## src/rtl/seq_divider_if.sv

```systemverilog
// Handshake and operand/result bundle for the sequential restoring divider.
// The requester drives start and the operands; the divider returns results and status.
interface seq_divider_if #(
  parameter int N = 4
);
  logic         start;
  logic [N-1:0] dividend;
  logic [N-1:0] divisor;
  logic [N-1:0] quotient;
  logic [N-1:0] remainder;
  logic         busy;
  logic         done;
  logic         div_zero;

  modport master (
    output start, dividend, divisor,
    input  quotient, remainder, busy, done, div_zero
  );

  modport slave (
    input  start, dividend, divisor,
    output quotient, remainder, busy, done, div_zero
  );
endinterface

```

## src/rtl/seq_divider.sv

```systemverilog
// Sequential restoring unsigned divider: one quotient bit per clock, MSB first,
// with a start/busy/done handshake and registered results.
module seq_divider #(
  parameter int N = 4
) (
  input  logic          clk,
  input  logic          rst_n,
  seq_divider_if.slave  bus
);
  localparam int CW = $clog2(N + 1);

  typedef enum logic [1:0] {
    IDLE = 2'd0,
    RUN  = 2'd1,
    DONE = 2'd2
  } state_t;

  state_t         state_r, state_s;
  logic [N:0]     p_r, p_s;
  logic [N-1:0]   q_r, q_s;
  logic [N-1:0]   d_r, d_s;
  logic [CW-1:0]  c_r, c_s;
  logic           dz_r, dz_s;
  logic [N-1:0]   quo_r, quo_s;
  logic [N-1:0]   rem_r, rem_s;
  logic           zero_r, zero_s;
  logic           busy_r, done_r;
  logic [N:0]     trial_s;
  logic           accept_s;

  // Next-state and datapath: capture on accepted start, one restoring step per RUN cycle.
  always_comb begin
    state_s  = state_r;
    p_s      = p_r;
    q_s      = q_r;
    d_s      = d_r;
    c_s      = c_r;
    dz_s     = dz_r;
    quo_s    = quo_r;
    rem_s    = rem_r;
    zero_s   = zero_r;
    trial_s  = {p_r[N-1:0], q_r[N-1]} - {1'b0, d_r};
    accept_s = bus.start && ((state_r == IDLE) || (state_r == DONE));

    if (accept_s) begin
      state_s = RUN;
      p_s     = {(N + 1){1'b0}};
      q_s     = bus.dividend;
      d_s     = bus.divisor;
      c_s     = CW'(N);
      dz_s    = (bus.divisor == {N{1'b0}});
    end else begin
      case (state_r)
        IDLE: state_s = IDLE;
        RUN: begin
          // A set top bit means the trial went negative: keep the shifted remainder.
          if (!trial_s[N]) begin
            p_s = trial_s;
            q_s = {q_r[N-2:0], 1'b1};
          end else begin
            p_s = {p_r[N-1:0], q_r[N-1]};
            q_s = {q_r[N-2:0], 1'b0};
          end
          c_s = c_r - CW'(1);
          if (c_r == CW'(1)) begin
            state_s = DONE;
            quo_s   = q_s;
            rem_s   = p_s[N-1:0];
            zero_s  = dz_r;
          end else begin
            state_s = RUN;
          end
        end
        DONE:    state_s = IDLE;
        default: state_s = IDLE;
      endcase
    end
  end

  // State, datapath and output registers; busy/done are registered from the next state.
  always_ff @(posedge clk) begin
    if (!rst_n) begin
      state_r <= IDLE;
      p_r     <= {(N + 1){1'b0}};
      q_r     <= {N{1'b0}};
      d_r     <= {N{1'b0}};
      c_r     <= {CW{1'b0}};
      dz_r    <= 1'b0;
      quo_r   <= {N{1'b0}};
      rem_r   <= {N{1'b0}};
      zero_r  <= 1'b0;
      busy_r  <= 1'b0;
      done_r  <= 1'b0;
    end else begin
      state_r <= state_s;
      p_r     <= p_s;
      q_r     <= q_s;
      d_r     <= d_s;
      c_r     <= c_s;
      dz_r    <= dz_s;
      quo_r   <= quo_s;
      rem_r   <= rem_s;
      zero_r  <= zero_s;
      busy_r  <= (state_s == RUN);
      done_r  <= (state_s == DONE);
    end
  end

  assign bus.quotient  = quo_r;
  assign bus.remainder = rem_r;
  assign bus.div_zero  = zero_r;
  assign bus.busy      = busy_r;
  assign bus.done      = done_r;
endmodule

```

## src/flat_wrapper.sv

```systemverilog
// flat-port wrapper written by rule: the top's interface ports become plain ports
module seq_divider_flat 
#(
  parameter int N = 4
)
  (clk, rst_n, bus_start, bus_dividend, bus_divisor, bus_quotient, bus_remainder, bus_busy, bus_done, bus_div_zero);
  seq_divider_if #(.N(N)) bus_i ();
  input  logic clk;
  input  logic rst_n;
  input wire logic [$bits(bus_i.start)-1:0] bus_start;
  input wire logic [$bits(bus_i.dividend)-1:0] bus_dividend;
  input wire logic [$bits(bus_i.divisor)-1:0] bus_divisor;
  output wire logic [$bits(bus_i.quotient)-1:0] bus_quotient;
  output wire logic [$bits(bus_i.remainder)-1:0] bus_remainder;
  output wire logic [$bits(bus_i.busy)-1:0] bus_busy;
  output wire logic [$bits(bus_i.done)-1:0] bus_done;
  output wire logic [$bits(bus_i.div_zero)-1:0] bus_div_zero;
  assign bus_i.start = bus_start;
  assign bus_i.dividend = bus_dividend;
  assign bus_i.divisor = bus_divisor;
  assign bus_quotient = bus_i.quotient;
  assign bus_remainder = bus_i.remainder;
  assign bus_busy = bus_i.busy;
  assign bus_done = bus_i.done;
  assign bus_div_zero = bus_i.div_zero;
  seq_divider #(.N(N)) u_core (.clk(clk), .rst_n(rst_n), .bus(bus_i));
endmodule
```

## config.mk

```make
export PLATFORM = sky130hd
export DESIGN_NAME = seq_divider_flat
export DESIGN_NICKNAME = d
export VERILOG_FILES = /design/src/rtl/seq_divider_if.sv /design/src/rtl/seq_divider.sv /design/src/flat_wrapper.sv
export SDC_FILE = /design/constraint.sdc
export NUM_CORES = 1
export LEC_CHECK = 0
export BUFFER_PORTS_ARGS = -buffer_cell sky130_fd_sc_hd__buf_2
export CAP_MARGIN = 5
export CORE_MARGIN = 5
export CORE_UTILIZATION = 40
export CTS_CLUSTER_SIZE = 12
export DETAILED_ROUTE_END_ITERATION = 8
export PLACE_DENSITY = 0.71
export SLEW_MARGIN = 20
export SYNTH_ARGS = -nofsm -noshare
export SYNTH_HDL_FRONTEND = slang
export SYNTH_SLANG_ARGS = --single-unit
```

## constraint.sdc

```tcl
create_clock -name clk -period 4.6 [get_ports clk]
set_input_delay 0.46 -clock clk [delete_from_list [all_inputs] [get_ports clk]]
set_output_delay 0.46 -clock clk [all_outputs]
set_load 0.01 [all_outputs]
```

* After elaboration in Yosys (flattened, before gate mapping)
Index checks and enable logic that the tools add are counted.
** Word-level totals
- Bits in registers :: 29
- Input bits :: 11
- Output and inout bits :: 11
- Word-level logic and storage cells :: 37
** Operators by class
- Add/sub/neg operators :: 2
- Equality and inequality tests :: 5
- Mux-type cells :: 9
- Bitwise gates (word level) :: 2
- Reductions and logical operators :: 7
** Operators with widths (count)
- $mux W4 :: 3
- $mux W2 :: 3
- $mux W3 :: 2
- $sub A5 B4 Y5 :: 1
- $eq A2 B1 Y1 const B :: 2
- $eq A2 B2 Y1 const B :: 2
- $logic_not A4 Y1 :: 1
- $eq A3 B1 Y1 const B :: 1
- $reduce_and A3 Y1 :: 1
- $sub A3 B1 Y3 const B :: 1
- $logic_not A2 Y1 :: 1
- $not A1 Y1 :: 2
- $reduce_bool A2 Y1 :: 1
- $reduce_or A2 Y1 :: 1
- $logic_and A1 B1 Y1 :: 1
- $logic_or A1 B1 Y1 :: 1
- $mux W1 :: 1

* Logic depth before layout (Yosys ltp)
- Depth after elaboration :: 5
- Depth in mapped cells :: 8
- Gate-level depth less buffers :: 8

* Worst setup path before layout
OpenSTA, ideal clock, no wires.
- Path type :: register to register
- Start point :: register u_core.q_r[3]
- End point :: register u_core.rem_r[0], in the netlist u_core.bus.remainder[0]
- Library setup time :: 75 ps
- Arrival time :: 2050 ps
- Required time :: 4525 ps
- Slack :: 2475 ps
- Stages on the path, launching flop included :: 9
- Path buffers :: 0
- Period minus slack after synthesis :: 2125 ps
- Cell sequence :: dfxtp_1 inv_1 ha_1 fa_1 nand2b_1 a21oi_4 xor2_4 mux2_1 o22ai_1
** Between the ends
- Word-level cells in the longest chain between the ends :: 2
** RTL lines
- from (decl) :: RTL line seq_divider.sv:20 : logic [N-1:0] q_r, q_s;
- from (signal assigned) :: RTL line seq_divider.sv:85 : q_r <= {N{1'b0}};
- from (signal assigned) :: RTL line seq_divider.sv:97 : q_r <= q_s;
- $sub A5 B4 Y5 :: RTL line seq_divider.sv:42 : trial_s = {p_r[N-1:0], q_r[N-1]} - {1'b0, d_r};
- $mux W4 * :: RTL line seq_divider.sv:57 : if (!trial_s[N]) begin
- to (signal assigned) :: RTL line seq_divider.sv:90 : rem_r <= {N{1'b0}};
- to (signal assigned) :: RTL line seq_divider.sv:102 : rem_r <= rem_s;
- to (decl) :: RTL line seq_divider.sv:25 : logic [N-1:0] rem_r, rem_s;
Mark *: on every way between the ends. The rest lies on a longest branch, timed or not.
A chain may end at the register's enable or synchronous reset.

* Worst setup path in the final report
Same ends and word-level chain as after synthesis.

==> results.json <==
{
  "status": "complete, no violations",
  "num_rows": 20,
  "synth_top_cells_by_area": "dfxtp_1 44%, nand2_1 6.0%, ha_1 5.7%",
  "path_depth": 8,
  "clockPowerShare_pct": 36.8,
  "path_cells": "inv_1, ha_1, fa_1, nand2b_1, a21oi_4, xor2_4, mux2_1, o22ai_1",
  "required_ns": 4.86,
  "grt_pass1_vias": 1054,
  "clock-sinks": 29,
  "power.switching_mw": 0.157,
  "clk_pin_slew_ns": 0.09,
  "postCtsSetupRepairBufs": 0,
  "hold_violations": 0,
  "power_mw": 0.594,
  "setup_ws_ns": 2.29,
  "stdcell_area_um2": 1540,
  "crit_path_max_fanout": 6,
  "drc_errors": 0,
  "worstSetupStartpointType": "flip-flop",
  "synth.cell_area_um2": 1320,
  "critPathTopFamily": "adder cells",
  "max_slew_margin_pct": 30.6,
  "ant_nets": 0,
  "fin_worst_skew_ns": 0.00975,
  "power_frac_seq_pct": 45.9,
  "antenna_found_initial": 0,
  "grt_setup_unrepaired": "false",
  "chipWidth_um": 67.4,
  "cts_max_path_buffers": 2,
  "finalCriticalPeriod_ns": 2.31,
  "worst-setup-path-type": "flip-flop to flip-flop",
  "area_delta_synth_final_pct": 17.2,
  "place_area_um2": 1460,
  "syn_area_per_cell_um2": 9.02,
  "r2r_cells": 8,
  "n_antenna_cell": 0,
  "start_util_pct": 42.4,
  "totalWireLength_um": 2610,
  "vias_per_cell": 5.06,
  "h-tree-depth": 2,
  "p_per_area_nw_per_um2": 385,
  "syn_inst": 146,
  "synthSimpleGateAreaFrac_pct": 15.9,
  "p_comb_share_pct": 17.3,
  "ys_types": 30,
  "yosysWarnings": 0,
  "crit_start": "u_core.q_r[3]",
  "synth_mux_area_share_pct": 7.89,
  "core-area_um2": 3100,
  "dp_hpwl_um": 1960,
  "synth_compound_area_share_pct": 15.7,
  "hold_depth": 3,
  "cp_slowest_cell": "fa_1",
  "gp_congestion": 0.754,
  "die_area_um2": 4540,
  "clk_latency_ns": 0.33,
  "ys_seq_elements": 29,
  "p_leak_nw": 0.634,
  "cts-buffers-inserted": 5,
  "drtIter0Drc": 17,
  "cts-resized-gates": 0,
  "final_nets": 187,
  "finalCritPeriodShare_pct": 50.2,
  "synth_top_area_share_pct": 44.1,
  "synth-xor-area-share_pct": 4.75,
  "setup_viol_count_final": 0,
  "routed-via-count": 1082,
  "dr.pass1.iters": 4,
  "crit_path_max_incr_delay_ns": 0.42,
  "synth_top_area_cell": "dfxtp_1",
  "drv_slew": 0,
  "synth_fp_nets": 164,
  "root_buffer": "clkbuf_4",
  "crit_arrival_ns": 2.57,
  "cts_hold_buf": 0,
  "cts_tree": "built",
  "whs_ns": 0.380,
  "track_usage_pct": 13.3,
  "r2r_start": "u_core.q_r[3]",
  "maxCapViolCount": 0,
  "num-fill-cells": 315,
  "endpoint": "u_core.bus.remainder[0]",
  "final_layout_size_suffix_gt1_share_pct": 20.0,
  "critPathBufInv": 1,
  "ios": 22,
  "die_height_um": 67.4,
  "hold_path_class": "input port to flip-flop",
  "wl_per_cell_um": 12.2,
  "swShare_pct": 26.5,
  "ys_seq_area_share_pct": 44.1,
  "dpl_worst_slack_ns": 2.30,
  "irDropWorstVdd_v": 0.000178,
  "grt_pass1_wl_um": 4540,
  "io_buffer_count": 21,
  "rrSetupSlack_ns": 2.29,
  "grt_max_degree": 20,
  "internal-power_mw": 0.437,
  "endpoint_kind": "flip-flop",
  "tns_ns": 0,
  "yosys.area_share.adder_pct": 7.22,
  "r2r-end": "u_core.bus.remainder[0]",
  "grt_overflow": 0,
  "synth_top_family_by_area": "simple AND/OR/NAND/NOR gates",
  "fmax_ghz": 0.433,
  "worst_slew_pin_slew_ns": 1.04
}
-- registers in the layout (all words and copies together) (netlist names) --
signal and cells:
u_core.p_r 4, u_core.bus.busy 1, u_core.bus.remainder 4, u_core.c_r 3, u_core.bus.done 1, u_core.q_r 4
u_core.dz_r 1, u_core.bus.div_zero 1, u_core.state_r 2, u_core.d_r 4, u_core.bus.quotient 4
-- layer usage --
metal / vias to the layer above / global-route usage [%] / part of all wire, %
met4: 0 / 7.85 / 3.0
met1: 501 / 15.4 / 43
met5: - / 0 / 0
li1: 537 / - / -
met2: 34 / 20.9 / 47
met3: 10 / 4.99 / 7.6
-- layout by cell type (no fill, tap or decap), types with 4 or more instances in the layout --
cell and n:
dfxtp_1 29, nand2b_1 5, mux2i_1 7, nand2_1 21, nor2_1 15, clkbuf_4 5
ha_1 6, a22oi_1 4, buf_2 21, o22ai_1 5, a21oi_1 14, inv_1 9
-- Yosys cell counts (all sizes together) --
library cell	instances
nand2	21
o21ai	3
a22oi	4
nand3	1
clkinv	1
nor4	1
clkbuf	3
a211oi	3
nand2b	5
xor2	2
or2	1
xnor2	3
mux2i	7
o31ai	1
nor2b	3
o22ai	5
ha	6
nor2	15
a32oi	1
a21oi	15
fa	1
mux2	3
and3	1
dfxtp	29
inv	9
buf	2
-- through the flow --
stage,utilization [%],instances
floorplan,-,146
global placement,46.9,206
detailed placement,46.9,206
CTS,49.6,214
global route,49.7,214
finish,49.7,214
-- worst min-delay path by stage --
stage | startpoint | end | slack (ns)
after global placement | u_core.dz_r | u_core.dz_r | 0.45
after CTS | bus_divisor[2] | u_core.d_r[2] | 0.37
after detailed placement | u_core.dz_r | u_core.dz_r | 0.45
after global routing | bus_divisor[0] | u_core.d_r[0] | 0.37
final | bus_divisor[1] | u_core.d_r[1] | 0.38
after floorplan | u_core.dz_r | u_core.dz_r | 0.43
-- power by group through the flow --
stage / registers, mW / logic [mW] / clock network [mW]
3_3_place_gp: 0.278 / 0.0994 / 0
3_5_place_dp: 0.279 / 0.103 / 0
6_report: 0.273 / 0.103 / 0.219
5_1_grt: 0.274 / 0.115 / 0.236
2_1_floorplan: 0.277 / 0.0802 / 0
4_1_cts: 0.273 / 0.104 / 0.222
-- logic make-up after synthesis --
kind of cell    count (synthesis)
fa+ha+maj                       7
xor+xnor                        5
mux                            10
simple gates                   48
compound gates                 32
flops                          29
buf+inv                        15
-- worst reg2reg max path, cell delays in order, from the launching register on --
cell,delay [ns]
dfxtp_1,0.34
inv_1,0.05
ha_1,0.20
fa_1,0.42
nand2b_1,0.20
a21oi_4,0.22
xor2_4,0.28
mux2_1,0.38
o22ai_1,0.15
-- layout make-up --
| cell class | count | area, um2 | share of cell area (%) |
|---|---|---|---|
| Sequential cell | 29 | 581 | 37.6 |
| Inverter | 10 | 37.5 | 2.43 |
| Multi-Input combinational cell | 102 | 679 | 44.0 |
| Clock inverter | 1 | 30.0 | 1.95 |
| Timing Repair Buffer | 21 | 105 | 6.81 |
| Tap cell | 44 | 55.1 | 3.57 |
| Clock buffer | 7 | 55.1 | 3.57 |
(Power assumes the default switching activity.)
